==> config.mk <==
export PLATFORM = sky130hd
export DESIGN_NAME = frame_buffer_reader
export DESIGN_NICKNAME = d
export VERILOG_FILES = /design/src/rtl/fb_pkg.sv /design/src/rtl/pipe_delay.sv /design/src/rtl/frame_buffer_reader.sv
export SDC_FILE = /design/constraint.sdc
export NUM_CORES = 1
export LEC_CHECK = 0
export ABC_AREA = 1
export BUFFER_PORTS_ARGS = -buffer_cell sky130_fd_sc_hd__buf_2
export CAP_MARGIN = 20
export CORE_MARGIN = 8
export CORE_UTILIZATION = 52
export CTS_CLUSTER_DIAMETER = 200
export CTS_CLUSTER_SIZE = 8
export DETAILED_ROUTE_END_ITERATION = 12
export PLACE_DENSITY = 0.81
export SYNTH_ARGS = -nofsm -noshare
export SYNTH_HDL_FRONTEND = slang
export SYNTH_SLANG_ARGS = --single-unit
==> constraint.sdc <==
create_clock -name clk_pixel_in -period 4.4 [get_ports clk_pixel_in]
set_clock_uncertainty 0.1 [all_clocks]
set_input_delay 0.44 -clock clk_pixel_in [delete_from_list [all_inputs] [get_ports clk_pixel_in]]
set_output_delay 0.44 -clock clk_pixel_in [all_outputs]
set_load 0.005 [all_outputs]
==> src/rtl/fb_pkg.sv <==
`default_nettype none
// +--------------------------------------------------------------------+
// | fb_pkg                                                              |
// | Frame-buffer geometry, pixel formats and RGB565->RGB888 expansion.  |
// | Revision: 1.0                                                       |
// +--------------------------------------------------------------------+
package fb_pkg;

   localparam int FB_WIDTH     = 240;
   localparam int FB_HEIGHT    = 320;
   localparam int FB_ADDR_W    = $clog2(FB_WIDTH * FB_HEIGHT);
   localparam int BRAM_LATENCY = 2;

   typedef struct packed {
      logic [4:0] r;
      logic [5:0] g;
      logic [4:0] b;
   } rgb565_t;

   typedef struct packed {
      logic [7:0] r;
      logic [7:0] g;
      logic [7:0] b;
   } rgb888_t;

   // Replicating the top bits keeps full-scale 565 white at full-scale 888 white.
   function automatic rgb888_t expand565(input rgb565_t p);
      rgb888_t q;
      q.r = {p.r, p.r[4:2]};
      q.g = {p.g, p.g[5:4]};
      q.b = {p.b, p.b[4:2]};
      return q;
   endfunction

endpackage
`default_nettype wire

==> src/rtl/pipe_delay.sv <==
`default_nettype none
// +--------------------------------------------------------------------+
// | pipe_delay                                                          |
// | Fixed-depth shift register with synchronous clear to zero.          |
// | Revision: 1.0                                                       |
// +--------------------------------------------------------------------+
module pipe_delay #(
   parameter int WIDTH = 4,
   parameter int DEPTH = 2
) (
   input  logic             clk,
   input  logic             rst,
   input  logic [WIDTH-1:0] i_data,
   output logic [WIDTH-1:0] o_data
);

   logic [WIDTH-1:0] r_stage [DEPTH];

   always_ff @(posedge clk) begin
      if (rst) begin
         for (int i = 0; i < DEPTH; i++) begin
            r_stage[i] <= '0;
         end
      end else begin
         r_stage[0] <= i_data;
         for (int i = 1; i < DEPTH; i++) begin
            r_stage[i] <= r_stage[i-1];
         end
      end
   end

   assign o_data = r_stage[DEPTH-1];

endmodule
`default_nettype wire

==> src/rtl/frame_buffer_reader.sv <==
`default_nettype none
// +--------------------------------------------------------------------+
// | frame_buffer_reader                                                 |
// | Coordinate -> BRAM address, RGB565 capture/expand, aligned syncs,   |
// | and a vsync-driven frame counter.                                   |
// | Revision: 1.0                                                       |
// +--------------------------------------------------------------------+
module frame_buffer_reader #(
   parameter int FB_WIDTH     = fb_pkg::FB_WIDTH,
   parameter int FB_HEIGHT    = fb_pkg::FB_HEIGHT,
   parameter int BRAM_LATENCY = fb_pkg::BRAM_LATENCY,
   parameter int ADDR_W       = $clog2(FB_WIDTH * FB_HEIGHT)
) (
   input  logic              clk_pixel_in,
   input  logic              rst_in,
   input  logic [10:0]       scaled_hcount_in,
   input  logic [9:0]        scaled_vcount_in,
   input  logic              valid_addr_in,
   input  logic              hsync_in,
   input  logic              vsync_in,
   input  logic              active_draw_in,
   output logic [ADDR_W-1:0] addr_out,
   input  logic [15:0]       bram_data_in,
   output logic [23:0]       pixel_out,
   output logic              hsync_out,
   output logic              vsync_out,
   output logic              active_draw_out,
   output logic [7:0]        frame_count_out
);

   import fb_pkg::*;

   localparam int c_PROD_W      = 21;
   localparam int c_FLAG_W      = 4;
   localparam int c_FLAG_VALID  = 3;
   localparam int c_FLAG_HSYNC  = 2;
   localparam int c_FLAG_VSYNC  = 1;
   localparam int c_FLAG_ACTIVE = 0;

   logic [ADDR_W-1:0]   r_addr;
   logic [c_FLAG_W-1:0] r_a_flags;
   logic [c_FLAG_W-1:0] w_b_flags;
   rgb565_t             w_word;
   rgb888_t             r_pixel;
   logic                r_hsync;
   logic                r_vsync;
   logic                r_active;
   logic                r_vsync_prev;
   logic [7:0]          r_frame_count;

   // Stage A: register the read address together with the strobes it belongs to.
   always_ff @(posedge clk_pixel_in) begin
      if (rst_in) begin
         r_addr    <= '0;
         r_a_flags <= '0;
      end else begin
         if (valid_addr_in) begin
            r_addr <= ADDR_W'(c_PROD_W'(scaled_vcount_in) * c_PROD_W'(FB_WIDTH)
                              + c_PROD_W'(scaled_hcount_in));
         end else begin
            r_addr <= '0;
         end
         r_a_flags <= {valid_addr_in, hsync_in, vsync_in, active_draw_in};
      end
   end

   // Stage B: strobes travel alongside the BRAM read for exactly its latency.
   pipe_delay #(
      .WIDTH (c_FLAG_W),
      .DEPTH (BRAM_LATENCY)
   ) u_align (
      .clk    (clk_pixel_in),
      .rst    (rst_in),
      .i_data (r_a_flags),
      .o_data (w_b_flags)
   );

   assign w_word = rgb565_t'(bram_data_in);

   // Stage C: output register; blanked or invalid pixels are forced black.
   always_ff @(posedge clk_pixel_in) begin
      if (rst_in) begin
         r_pixel  <= '0;
         r_hsync  <= 1'b0;
         r_vsync  <= 1'b0;
         r_active <= 1'b0;
      end else begin
         if (w_b_flags[c_FLAG_VALID] && w_b_flags[c_FLAG_ACTIVE]) begin
            r_pixel <= expand565(w_word);
         end else begin
            r_pixel <= '0;
         end
         r_hsync  <= w_b_flags[c_FLAG_HSYNC];
         r_vsync  <= w_b_flags[c_FLAG_VSYNC];
         r_active <= w_b_flags[c_FLAG_ACTIVE];
      end
   end

   // The previous-vsync register follows vsync_in even during reset, so a
   // sync pulse already in progress at release is not seen as a new frame.
   always_ff @(posedge clk_pixel_in) begin
      if (rst_in) begin
         r_frame_count <= '0;
         r_vsync_prev  <= vsync_in;
      end else begin
         r_vsync_prev <= vsync_in;
         if (vsync_in && !r_vsync_prev) begin
            r_frame_count <= r_frame_count + 8'd1;
         end
      end
   end

   assign addr_out        = r_addr;
   assign pixel_out       = r_pixel;
   assign hsync_out       = r_hsync;
   assign vsync_out       = r_vsync;
   assign active_draw_out = r_active;
   assign frame_count_out = r_frame_count;

endmodule
`default_nettype wire

=== After elaboration in Yosys (flattened, before gate mapping) ===
Memories as Yosys holds them, arrays and structs flattened.
Cells that the tools add are included.

* Add/subtract/negate cells: 2
* Multipliers: 1
* Multiplexer cells: 5
* Reduce and logical (&&, ||, !) cells: 5
* Bitwise logic cells: 4

{| class="wikitable"
|+ Operators with widths
! operator !! count
|-
| adder 17 x 11 -> 17 bit || 1
|-
| multiplier 10 x 4 -> 13 bit, second input constant || 1
|-
| adder 8 x 1 -> 8 bit, second input constant || 1
|-
| two-way mux 4 bit || 2
|-
| OR reduction 2 bit || 2
|-
| two-way mux 1 bit || 3
|-
| logical AND 1 bit || 2
|-
| NOT 1 bit || 2
|-
| bitwise OR 1 bit || 2
|-
| zero test 1 bit || 1
|}

* Input port bits: 43
* Logic and storage cells: 28
* Output and inout bits: 52
* Memories: 1
* Register bits after elaboration: 57
* Memory bits (writable): 8

{| class="wikitable"
|+ Memories
! memory !! words !! width !! read ports !! clocked after memory_dff !! write ports !! RTL line !! text
|-
| u_align.r_stage || 2 || 4 || 2 || 0 || 2 || pipe_delay.sv:17 || <nowiki>logic [WIDTH-1:0] r_stage [DEPTH];</nowiki>
|}

=== Longest topological paths before layout ===
Gate-level depths: netlist (run 1).
An unclocked memory read counts as a cell.

* Word-level depth: 4
* Depth in mapped cells: 21
* Depth with buffers taken out: 21

=== Modules after synthesis ===
A second synthesis (run 1) with hierarchy kept.

* Cell total of the unflattened synthesis: 420
* Area total of the unflattened synthesis: 3246.9 µm²

{| class="wikitable"
|+ Modules (own cells, without submodules)
! module !! area an instance (µm²) !! seq. area each (µm²) !! cells each !! instances
|-
| frame_buffer_reader || 2985.4 || 980.9 || 391 || 1
|-
| pipe_delay || 261.5 || 160.2 || 29 || 1
|}

=== Worst setup path before layout (run 1) ===
No wires, ideal clock.

* Kind: input -> register
* Start: in scaled_vcount_in[3]
* End: reg r_addr[13], in the netlist addr_out[13]
* Arrival: 3409 ps
* Required time: 4234 ps
* Setup time: 66 ps
* Cell stages on the path: 17
* Buffers on the path: 0
* Slack: 825 ps
* Path through: inv_1 fa_1 fa_1 inv_1 ha_1 or2_4 nand2_1 xnor2_1 ha_1 nand2_1 inv_1 a21oi_1 nand2_1 nand2_2 nor2_4 or2_1 a21oi_2

* Word-level cells in the longest chain between the ends: 2

{| class="wikitable"
|+ Ends and longest elaborated chain
! element !! RTL line !! text
|-
| start, declared || frame_buffer_reader.sv:17 || <nowiki>input logic [9:0] scaled_vcount_in,</nowiki>
|-
| multiplier 10 x 4 -> 13 bit || frame_buffer_reader.sv:58 || <nowiki>r_addr <= ADDR_W'(c_PROD_W'(scaled_vcount_in) * c_PROD_W'(FB_WIDTH)</nowiki>
|-
| adder 17 x 11 -> 17 bit || frame_buffer_reader.sv:59 || <nowiki>+ c_PROD_W'(scaled_hcount_in));</nowiki>
|-
| end signal, assigned || frame_buffer_reader.sv:58 ||
|-
| end, declared || frame_buffer_reader.sv:40 || <nowiki>logic [ADDR_W-1:0] r_addr;</nowiki>
|}

No other way between the ends.
A chain may end at the register's enable or synchronous reset.

=== Final worst setup path (run 1) ===
* Start: in scaled_vcount_in[3]
* End: reg r_addr[16], in the netlist addr_out[16]

Same word-level chain as after synthesis.

==> impl_metrics.yaml, run 1 <==
outcome:
  status: "finished, final reports clean"
yosys:
  ys_seq_area_frac: 0.353
  synth_compound_area_frac: 0.0561
  yosysWarnings: 0
  synth_top_family_by_area: "simple AND/OR/NAND/NOR gates"
  synthSimpleGateAreaFrac: 0.229
  synth_top_cell_by_area: "dfxtp_1"
  synthMuxAreaShare: 0
  async_reset_ff_frac: 0
  ys_ff_latch: 57
  synth_area_leaders: "dfxtp_1, inv_1, fa_1"
  synthXorXnorAreaFrac: 0.0163
  syn_inst: 412
  synth_edf_count: 0
  synth_nets: 496
  netlist_area_mm2: 0.00323
  synthAdderAreaFrac: 0.200
  synth_top_cell_area_share: 0.353
  synth_area_per_cell_um2: 7.85
  synth_cell_types: 36
  synthFlopType: "dfxtp_1"
die:
  start_util: 0.543
  dieArea_mm2: 0.00900
  chipWidth_um: 94.9
  coreArea_mm2: 0.00596
  io_pins: 95
  die_h_um: 94.9
  num_rows: 28
timing:
  finalSetupTns_ps: 0
  fin_crit_sh: 0.817
  slew_viol_final: 0
  worst_pin_slew_ps: 521
  hold_viol: 0
  max_freq_mhz: 278
  relSlewSlack: 0.652
  period_needed_ps: 3590
  rsz0062_at_grt: "false"
  finalSetupViolations: 0
  hold_slack_ps: 139
drt:
  drt_drc_violations_left: 0
  drt_iter0_drc: 79
  viasPerCell: 4.68
  drt_first_pass_iters: 4
  drt-wirelength-per-cell_um: 11.7
  num_vias: 2730
  ant_nets: 0
  wl_mm: 6.80
setup_path:
  regToRegEndpoint: "frame_count_out[6]"
  crit_buf_inv: 5
  worst-setup-path-type: "in2reg"
  worst_ep_required_time_ps: 4510
  arrival_ps: 3710
  crit_chain: "buf_2, inv_1, fa_1, fa_1, inv_1, ha_1, inv_1, nand2_2, nand2_1, xnor2_1, ha_1, nand2_1, inv_1, nand2_1, nand3_2, nand2_2, nand2_2, nand3_2, nor2_2, nand3_1, nand2_1, nor2_1"
  critPathMaxFanout: 5
  critPathLaunchType: "input pin"
  cpPeakStageDelay_ps: 520
  cp_slowest_cell: "fa_1"
  crit-reg2reg-launch: "frame_count_out[0]"
  path_delay_family: "adder cells"
  worst_setup_path_end_kind: "register"
  rrSetupSlack_ps: 2910
  reg2reg_depth: 7
clocking:
  cts_buffers: 9
  root_buffer: "clkbuf_8"
  cts_max_level: 3
  postCtsSetupBuffers: 0
  insertion_delay_ps: 320
  cts_tree: "built"
  clk_path_buf_depth: 2
  cts_hold_buffers: 0
  clk_pin_slew_ps: 60
  postCtsResizedCells: 0
  cts.sinks: 57
grt:
  grt_pass1_vias: 2757
  grt-ovfl-total: 0
  grt_pass1_wl_mm: 11.4
  track_usage: 0.158
  grt_start_max_net_pins: 20
  antenna_found_initial: 0
placement:
  place_hpwl_mm: 5.73
  port_buffers: 94
  gp_congestion: 0.847
job:
  max-cap-violations: 0
hold_path:
  min_path_cells: 1
  hold_path_class: "in2reg"
  min_from: "vsync_in"
  holdPathEnd: "r_vsync_prev"
power:
  power_leakage_nw: 2.21
  peakVddDrop_mv: 0.232
  p_per_area_mw_per_mm2: 433
cells_and_area:
  drive_above_1_share: 0.258
  fin_nets: 589
  antenna_cells: 0
  synthToLayoutAreaGrowth_pct: 19.5
-- worst register-to-register path, cell delays in order (launching register included) --
cell	delay, ps
dfxtp_1	380
ha_1	160
inv_1	50
nor3_2	210
nand2_1	120
nor2_1	150
a21oi_1	90
nor3_1	160
-- logic make-up after synthesis --
kind of cell	after synthesis
fa+ha+maj	41
simple gates	159
buf+inv	117
flops	57
compound gates	32
xor+xnor	6
-- through the flow --
step                area, um2  setup WS, ps  power, mW  utilization  std cells
floorplan                3230           825       1.15            -        412
global placement         3720           600       1.28        0.625        569
detailed placement       3720           464       1.31        0.625        569
CTS                      3860           790       1.68        0.649        583
global route             3860           545       1.82        0.649        583
finish                   3860           805       1.67        0.649        583
-- cell type report --
type	instances	area, um2
fill	531	2090
multi-input combinational	238	1620
sequential	57	1140
timing repair buffer	94	470
inverter	105	394
clock buffer	13	139
tap	75	93.8
clock inverter	1	5.00
-- report_power, final --
group	internal [mW]	switching, mW	leakage (nW)	total [mW]
Clock	0.197	0.170	0.0733	0.367
Combinational	0.290	0.455	1.68	0.745
Sequential	0.552	0.0103	0.465	0.562
Total	1.04	0.635	2.21	1.67
-- sequential cells by signal, indices dropped and copies added, names as in the netlist --
name and flops:
active_draw_out 1, addr_out 17, frame_count_out 8, hsync_out 1
pixel_out 16, r_a_flags 4, r_vsync_prev 1, u_align.r_stage 8
vsync_out 1
-- metal layers --
metal	track usage	up-vias	share of wire
met3	0.0397	14	0.076
met1	0.160	1230	0.39
met4	0.0728	0	0.020
met2	0.295	80	0.52
li1	-	1406	-
met5	0	-	0
-- cells in the mapped netlist, types with 2 or more instances --
library cell	count
o21ai_0	6
xor2_1	2
ha_1	23
dfxtp_1	57
xnor2_1	4
a21oi_1	18
nor3_1	2
nand3_1	10
inv_2	2
nand2_2	10
buf_4	8
a21oi_2	2
fa_1	18
o21bai_1	3
nor3b_1	2
nand4_1	5
nor2_2	3
nand2_4	2
nor2_1	55
clkbuf_1	2
inv_1	102
nand2_1	59
nand3_2	4
-- layout by cell type (no fill, tap or decap), types with 5 or more instances in the layout --
master	n
a21oi_1	18
buf_2	94
clkbuf_8	9
dfxtp_1	57
fa_1	18
ha_1	23
inv_1	102
nand2_1	59
nand2_2	10
nand3_1	10
nand4_1	5
nor2_1	55
o21ai_0	6
-- how the worst max path moves through the flow --
stage,cells past startpoint,from,slack [ps],to
2_1_floorplan,17,scaled_vcount_in[3],820,addr_out[13]
3_3_place_gp,18,scaled_vcount_in[4],600,addr_out[13]
3_5_place_dp,22,scaled_vcount_in[3],460,addr_out[16]
4_1_cts,22,scaled_vcount_in[3],790,addr_out[16]
5_1_grt,22,scaled_vcount_in[3],550,addr_out[16]
6_report,22,scaled_vcount_in[3],810,addr_out[16]
No activity file was read; power rests on OpenSTA's default activity.
==> inputs of run 2 (changes only) <==
clock period = 3.4 ns   (was 4.4 ns; I/O delays follow)
==> run 2 against run 1 <==
  * The run now ends with negative setup slack left
  * Worst hold slack got worse by 110 ps
  * Count of clock-buffer cells in the layout decreased by 2
  * Critical path depth did not move
  * Non-clock buffer count increased by 24
  * Sequential share of layout area shrank 2.8 points
  * Global-route usage up 1.0 points
  * Flip-flop and latch count unchanged
  * Highest routed layer unchanged
  * Register-to-register slack worse by 1100 ps
  * Power rose by 61%
  * Clock power grew 100%
  * Cell count increased by 4.5%
==> impl_metrics.yaml, run 2 (synthesis gave the netlist of run 1 again) <==
cells_and_area:
  antenna_cells: 0
  final_core_util: 0.716
  largest_reg_flops: 17
  instances_no_fill: 609
  fin_nets: 613
  stdcell_area_mm2: 0.00427
  final_common_cell: "inv_1"
  synthToLayoutAreaGrowth_pct: 32.0
  most-common-layout-cells: "inv_1, buf_2, dfxtp_1"
  drive_above_1_share: 0.345
setup_path:
  worst-setup-path-type: "in2reg"
  crit-reg2reg-launch: "r_vsync_prev"
  crit_chain: "buf_8, fa_1, inv_2, fa_2, inv_2, ha_4, nand2_2, nand2_2, nand2_2, xnor2_2, ha_1, nand2_1, inv_2, nand2_2, nand3_2, nand2_2, nand2_2, nand3_4, nor2_4, nand3_1, nand2_1, nor2_1"
  rrSetupSlack_ps: 1820
  arrival_ps: 3530
  cpPeakStageDelay_ps: 600
  crit_top_cell: "nand2_2"
  worst_setup_path_end_kind: "register"
  cp_slowest_cell: "fa_2"
  reg2reg_depth: 7
  worst_ep_required_time_ps: 3520
  crit_end: "addr_out[16]"
  worstSetupStartpoint: "scaled_vcount_in[2]"
  critPathLaunchType: "input pin"
  critPathMaxFanout: 4
  regToRegEndpoint: "frame_count_out[7]"
grt:
  antenna_found_initial: 0
  grt_start_max_net_pins: 20
  track_usage: 0.168
  grt_pass1_wl_mm: 12.0
  grt-ovfl-total: 0
  grt_pass1_vias: 2895
power:
  pwr-share-seq: 0.270
  clkPwrFrac: 0.279
  internal_power_mw: 1.75
  swShare: 0.350
  p_per_area_mw_per_mm2: 631
  switching_power_mw: 0.942
  pwr-share-comb: 0.451
  finalPower_mw: 2.69
  peakVddDrop_mv: 0.346
  power_leakage_nw: 2.38
timing:
  finalSetupTns_ps: -11.9
  max_freq_mhz: 293
  rsz0062_at_grt: "true"
  period_needed_ps: 3410
  fin_crit_sh: 1.00
  relSlewSlack: 0.637
  hold_viol: 0
  finalSetupViolations: 1
  worst_slack_ps: -11.9
  slew_viol_final: 0
  worst_pin_slew_ps: 543
die:
  coreArea_mm2: 0.00596
  num_rows: 28
  die_h_um: 94.9
  dieArea_mm2: 0.00900
  start_util: 0.543
  chipWidth_um: 94.9
  io_pins: 95
hold_path:
  hold_path_class: "in2reg"
placement:
  place_inst: 592
  port_buffers: 94
  gp_congestion: 0.854
  placed_cell_area_mm2: 0.00392
  place_hpwl_mm: 5.87
drt:
  drt_first_pass_iters: 4
  wl_mm: 7.63
  ant_nets: 0
  drt_iter0_drc: 119
  viasPerCell: 4.70
  drt-wirelength-per-cell_um: 12.5
  num_vias: 2863
  drt_drc_violations_left: 0
clocking:
  cts_hold_buffers: 0
  cts.sinks: 57
  clk_path_buf_depth: 2
  clk_pin_slew_ps: 60
  cts_buffers: 9
  cts_max_level: 3
  root_buffer: "clkbuf_8"
  cts_tree: "built"
  insertion_delay_ps: 330
outcome:
  violations: "negative setup slack"
  status: "finished with violations"
job:
  max-cap-violations: 0
run 2: cell types whose count changed in the layout (fill, tap and decap cells not counted), moves of 4 or more:
cell and delta:
buf_4 +25, nand2_2 +8, inv_2 +4, nand2_1 -8, inv_1 -6
run 2: what timing repair did:
| action | CTS | global route |
|---|---|---|
| setup buffers | 0 | 1 |
| gates resized for setup | 0 | 26 |
| endpoints found under the setup margin | 0 | 6 |
run 2: metal layers:
layer  up-vias  track usage  share of wire
li1       1454            -              -
met1      1293        0.158           0.36
met2        92        0.327           0.54
met3        24       0.0524          0.073
met4         0       0.0676          0.030
met5         -            0              0
run 2: area by class of cell:
type	instances	area, um2
clock buffer	11	141
clock inverter	5	103
fill	454	1690
inverter	105	402
multi-input combinational	238	1720
sequential	57	1140
tap	75	93.8
timing repair buffer	118	663
run 2: worst min path at each step:
stage | cells past startpoint | start | endpoint
6_report | 1 | vsync_in | r_vsync_prev
5_1_grt | 1 | vsync_in | r_vsync_prev
4_1_cts | 1 | vsync_in | r_vsync_prev
3_5_place_dp | 2 | r_a_flags[2] | u_align.r_stage[0][2]
3_3_place_gp | 2 | r_a_flags[2] | u_align.r_stage[0][2]
2_1_floorplan | 0 | vsync_in | r_vsync_prev
run 2: per-stage QoR:
stage | setup slack [ps] | hold slack [ps]
floorplan | 19.7 | 268
global placement | -125 | 289
detailed placement | -271 | 297
CTS | 61.8 | 8.99
global route | -83.0 | 17.4
finish | -11.9 | 32.5
run 2: power by group through the flow:
stage,clock (mW),combinational (mW),sequential (mW)
2_1_floorplan,0,0.748,0.746
3_3_place_gp,0,1.05,0.741
3_5_place_dp,0,1.09,0.741
4_1_cts,0.771,1.10,0.727
5_1_grt,0.799,1.36,0.730
6_report,0.752,1.21,0.727
run 2: worst max-delay path, delay by kind of cell:
kind                     cells  cell delay, ps
adder cells (fa/ha/maj)      4            1780
AND/OR/NAND/NOR             13             980
buffers and inverters        4             300
XOR/XNOR                     1             130
